--- src/rtl/wb_master_interface.sv ---
// wb_master_interface: single-outstanding Wishbone classic master behind a valid/ready command port.
// Latency: rsp_valid one cycle after ACK_I is sampled; 3 cycles minimum from command accept to response.
// Backpressure: cmd_ready low outside IDLE or while ACK_I is high; `WB_TIMEOUT_EN adds an ACK timeout abort.
module wb_master_interface #(
  parameter int TIMEOUT_CYCLES = 16
) (
  input  logic        CLK_I,
  input  logic        RST_I,
  input  logic        cmd_valid,
  output logic        cmd_ready,
  input  logic        cmd_we,
  input  logic [31:0] cmd_addr,
  input  logic [31:0] cmd_wdata,
  output logic        rsp_valid,
  output logic [31:0] rsp_rdata,
  output logic        rsp_err,
  output logic [31:0] ADR_O,
  output logic [31:0] DAT_O,
  output logic        WE_O,
  output logic        STB_O,
  output logic        CYC_O,
  input  logic [31:0] DAT_I,
  input  logic        ACK_I
);

  typedef enum logic [1:0] {IDLE, BUS, RELEASE} state_t;

  state_t      state_q, state_d;
  logic [31:0] adr_q, adr_d;
  logic [31:0] dat_q, dat_d;
  logic [31:0] rdata_q, rdata_d;
  logic        we_q, we_d;
  logic        stb_q, stb_d;
  logic        cyc_q, cyc_d;
  logic        rvld_q, rvld_d;

`ifdef WB_TIMEOUT_EN
  localparam int CW = $clog2(TIMEOUT_CYCLES + 1);
  logic [CW-1:0] cnt_q, cnt_d;
  logic          err_q, err_d;
`else
  // Parameter only matters for the timeout build.
  logic [31:0] timeout_unused;
  assign timeout_unused = TIMEOUT_CYCLES;
`endif

  // A lingering ACK from the previous slave access blocks new commands.
  assign cmd_ready = (state_q == IDLE) && !ACK_I;

  // Next-state and bus/response register updates.
  always_comb begin
    state_d = state_q;
    adr_d   = adr_q;
    dat_d   = dat_q;
    rdata_d = rdata_q;
    we_d    = we_q;
    stb_d   = stb_q;
    cyc_d   = cyc_q;
    rvld_d  = 1'b0;
`ifdef WB_TIMEOUT_EN
    cnt_d   = '0;
    err_d   = err_q;
`endif
    case (state_q)
      IDLE: begin
        if (cmd_valid && cmd_ready) begin
          adr_d   = cmd_addr;
          we_d    = cmd_we;
          if (cmd_we) dat_d = cmd_wdata;
          stb_d   = 1'b1;
          cyc_d   = 1'b1;
          state_d = BUS;
        end
      end
      BUS: begin
        // ACK takes priority over a timeout landing in the same cycle.
        if (ACK_I) begin
          rdata_d = we_q ? 32'h0 : DAT_I;
          stb_d   = 1'b0;
          cyc_d   = 1'b0;
          we_d    = 1'b0;
          rvld_d  = 1'b1;
`ifdef WB_TIMEOUT_EN
          err_d   = 1'b0;
`endif
          state_d = RELEASE;
        end
`ifdef WB_TIMEOUT_EN
        else if (cnt_q == CW'(TIMEOUT_CYCLES - 1)) begin
          rdata_d = 32'h0;
          stb_d   = 1'b0;
          cyc_d   = 1'b0;
          we_d    = 1'b0;
          rvld_d  = 1'b1;
          err_d   = 1'b1;
          state_d = RELEASE;
        end else begin
          cnt_d = cnt_q + 1'b1;
        end
`endif
      end
      RELEASE: begin
        if (!ACK_I) state_d = IDLE;
      end
      default: state_d = IDLE;
    endcase
  end

  // State and output registers, cleared asynchronously.
  always_ff @(posedge CLK_I or negedge RST_I) begin
    if (!RST_I) begin
      state_q <= IDLE;
      adr_q   <= 32'h0;
      dat_q   <= 32'h0;
      rdata_q <= 32'h0;
      we_q    <= 1'b0;
      stb_q   <= 1'b0;
      cyc_q   <= 1'b0;
      rvld_q  <= 1'b0;
`ifdef WB_TIMEOUT_EN
      cnt_q   <= '0;
      err_q   <= 1'b0;
`endif
    end else begin
      state_q <= state_d;
      adr_q   <= adr_d;
      dat_q   <= dat_d;
      rdata_q <= rdata_d;
      we_q    <= we_d;
      stb_q   <= stb_d;
      cyc_q   <= cyc_d;
      rvld_q  <= rvld_d;
`ifdef WB_TIMEOUT_EN
      cnt_q   <= cnt_d;
      err_q   <= err_d;
`endif
    end
  end

  assign ADR_O     = adr_q;
  assign DAT_O     = dat_q;
  assign WE_O      = we_q;
  assign STB_O     = stb_q;
  assign CYC_O     = cyc_q;
  assign rsp_valid = rvld_q;
  assign rsp_rdata = rdata_q;
`ifdef WB_TIMEOUT_EN
  assign rsp_err   = err_q;
`else
  assign rsp_err   = 1'b0;
`endif

endmodule

--- config.mk ---
export PLATFORM = sky130hd
export DESIGN_NAME = wb_master_interface
export DESIGN_NICKNAME = d
export VERILOG_FILES = /design/src/rtl/wb_master_interface.sv
export SDC_FILE = /design/constraint.sdc
export NUM_CORES = 1
export LEC_CHECK = 0
export CAP_MARGIN = 20
export CORE_UTILIZATION = 41
export CTS_BUF_LIST = sky130_fd_sc_hd__clkbuf_4
export DETAILED_ROUTE_END_ITERATION = 16
export PLACE_DENSITY = 0.82
export SYNTH_ARGS = -nofsm -noshare
export SYNTH_HDL_FRONTEND = slang
export SYNTH_SLANG_ARGS = --single-unit
--- constraint.sdc ---
create_clock -name CLK_I -period 2.2 [get_ports CLK_I]
set_input_delay 0.33 -clock CLK_I [delete_from_list [all_inputs] [get_ports CLK_I]]
set_output_delay 0.33 -clock CLK_I [all_outputs]
set_load 0.03 [all_outputs]
==> results.tsv <==
stage	metric	value	unit
pwr	power.density	1110	mW/mm²
sta	hold_ws	0.321	ns
drt	drtIter0Drc	60	
sta	rsz0062_at_grt	false	
drt	routed_wl	9430	µm
worst_setup_path	cp_slowest_cell	clkdlybuf4s50_1	
drt	drc	0	
synth	synth_cell_types	19	
drt	antenna_left	0	
global_route	track_usage	19.9	%
floorplanning	io_pins	203	
drt	viasPerCell	4.70	
cells_and_area	nNetsFinal	596	
floorplanning	start_util	42.2	%
synth	avgSynthCellArea	13.4	µm²
worst_setup_path	worst_ep_arrival_time	1.52	ns
clocking	path_clk_slew	0.16	ns
run	maxCapViolations	0	
floorplanning	dieArea	0.00991	mm²
worst_setup_path	critPathBufInv	1	
synth	yosys_register_bits	101	
synth	synth_area	0.00390	mm²
synth	yosysSeqAreaShare	64.8	%
pwr	p_leak	2.67	nW
worst_setup_path	crit_type	reg2out	
clocking	clk_latency	0.43	ns
clocking	cts.sinks	101	
global_route	antenna_found_initial	0	
placement	io_buffers	201	
placement	dpl.hpwl	7090	µm
synth	syn_inst	292	
worst_setup_path	cp-start-kind	register	
clocking	root_buffer	clkbuf_4	
worst_setup_path	slowest_delay	0.71	ns
floorplanning	die_y	99.5	µm
sta	report.final.hold_viol_count	0	
sta	finalSetupTns	0	ns
worst_setup_path	critical_path.cell_chain	clkdlybuf4s50_1	
global_route	grt_pass1_wl	15300	µm
clocking	cts_max_path_buffers	2	
cells_and_area	fillers	688	
drt	drt_pre_antenna_iters	4	
worst_setup_path	regToRegSetupSlack	0.52	ns
cells_and_area	area_growth_syn_to_layout	60.3	%
worst_setup_path	cp_top_family	buffers and inverters	
clocking	htreeDepth	3	
run_status	status	finished, final reports clean	
placement	gp_congestion	0.706	
drt	wl_per_cell	15.0	µm
floorplanning	num_rows	35	
global_route	grt_max_degree	68	
sta	fmax	541	MHz
cells_and_area	drive_gt1_share	12.4	%
sta	fin_crit	1.85	ns
clocking	cts_tree	done	
pwr	peakVddDrop	0.536	mV
synth	synth_warnings	0	
floorplanning	core	0.00924	mm²
floorplanning	die_w	99.5	µm
global_route	grt_overflow	0	
worst_setup_path	worstPathRequired	1.87	ns
worst_setup_path	crit_fanout	2	
sta	fin_crit_sh	84.1	%
sta	setup-violations-final	0	
worst_setup_path	end_kind	output pin	
global_route	grt_pass1_vias	3093	
sta	slew_violations	0	
cells_and_area	antennaDiodeCount	0	
sta	finalClockSkew	0.0174	ns
clocking	cts_inserted_buffers	9	
drt	num_vias	2954	
cells_and_area	post-route-util	67.7	%
synth	synthesis.nets	393	
min_path	hp-class	in2async	
==> worst register-to-register path, cell delays in order, from the launching register on <==
cell and delay [ns]:
dfrtp_1 0.49, nor4b_4 0.43, nand2_2 0.13, buf_12 0.18, mux2_1 0.34
==> cell usage after synthesis <==
cell type / count / area [µm²]
a21o_1: 1 / 7.51
conb_1: 1 / 3.75
nand2_2: 1 / 6.26
buf_4: 2 / 15.0
dfrtp_1: 101 / 2530
inv_1: 1 / 3.75
o21ai_0: 33 / 165
nor2_1: 1 / 3.75
nor4b_4: 1 / 23.8
clkbuf_1: 10 / 37.5
xor2_1: 1 / 8.76
nand2b_1: 32 / 200
nand3b_1: 1 / 7.51
buf_2: 6 / 30.0
nor3_1: 2 / 10.0
mux2_2: 35 / 394
nand2_1: 33 / 124
and2_1: 1 / 6.26
mux2_1: 29 / 327
==> report_power, final <==
group / internal (W) / switching (W) / total, W
combinational: 0.00150 / 0.00178 / 0.00328
clock: 0.000378 / 0.000591 / 0.000969
sequential: 0.00242 / 0.000303 / 0.00272
==> metrics by stage <==
| step | power, W | std cells | area (µm²) | setup WS, ns |
|---|---|---|---|---|
| floorplan | 0.00448 | 292 | 3900 | 0.535 |
| CTS | 0.00707 | 629 | 6250 | 0.00568 |
| global placement | 0.00599 | 612 | 6100 | 0.142 |
| detailed placement | 0.00608 | 612 | 6100 | 0.136 |
| global route | 0.00735 | 629 | 6250 | 0.279 |
| finish | 0.00697 | 629 | 6250 | 0.350 |
==> cell usage in the layout, fill, tap and decap left out, types with 2 or more instances in the layout <==
| cell | synthesis | final |
|---|---|---|
| buf_4 | 2 | 5 |
| nand2_1 | 33 | 33 |
| nor3_1 | 2 | 2 |
| buf_12 | 0 | 4 |
| nand2b_1 | 32 | 32 |
| dfrtp_1 | 101 | 101 |
| clkbuf_4 | 0 | 11 |
| mux2_2 | 35 | 35 |
| o21ai_0 | 33 | 33 |
| mux2_1 | 29 | 29 |
| clkdlybuf4s50_1 | 0 | 199 |
==> path summary, 6_finish.rpt <==
kind / startpoint / end / cells after the start
hold / removal: RST_I / DAT_O[9] / 2
max in group asynchronous: RST_I / ADR_O[16] / 3
setup / recovery: rsp_rdata[7] / rsp_rdata[7] / 1
hold reg to reg: rsp_rdata[25] / rsp_rdata[25] / 2
min in group CLK_I: DAT_I[16] / rsp_rdata[16] / 3
setup reg to reg: state_q[0] / DAT_O[3] / 4
==> sequential cells by signal, indices dropped and copies added (netlist names) <==
signal,count
WE_O,1
rsp_rdata,32
state_q,2
ADR_O,32
CYC_O,1
rsp_valid,1
DAT_O,32
==> layout make-up <==
class / count / area [µm²] / share of cell area, %
repair buffers: 210 / 2130 / 34.1
clock buffers: 11 / 82.6 / 1.32
clock inverters: 5 / 60.1 / 0.960
inverters: 1 / 3.75 / 0.0600
well taps: 129 / 161 / 2.58
multi-input cells: 172 / 1290 / 20.6
flip-flops and latches: 101 / 2530 / 40.4
==> logic make-up after synthesis <==
logic type             synth area share, %
AO/OA/AOI/OAI                         4.43
XOR/XNOR                             0.225
buffers and inverters                 2.21
flip-flops                            64.8
multiplexers                          18.5
other                               0.0961
AND/OR/NAND/NOR                       9.78
==> layer usage <==
| metal | part of all wire (%) | GRT usage, % | vias up | routed length [µm] |
|---|---|---|---|---|
| met5 | 0 | 0 | - | 0 |
| met4 | 3.0 | 8.82 | 0 | 283 |
| met3 | 7.6 | 5.76 | 24 | 721 |
| met2 | 49 | 33.4 | 126 | 4650 |
| met1 | 40 | 23.8 | 1418 | 3770 |
| li1 | - | - | 1386 | - |
==> what timing repair did <==
item,4_1_cts,5_1_grt
hold endpoints to repair,22,0
setup buffers,0,0
gates resized for setup,0,1
hold buffers,1,0
setup endpoints to repair,0,1
(Power assumes the default switching activity.)
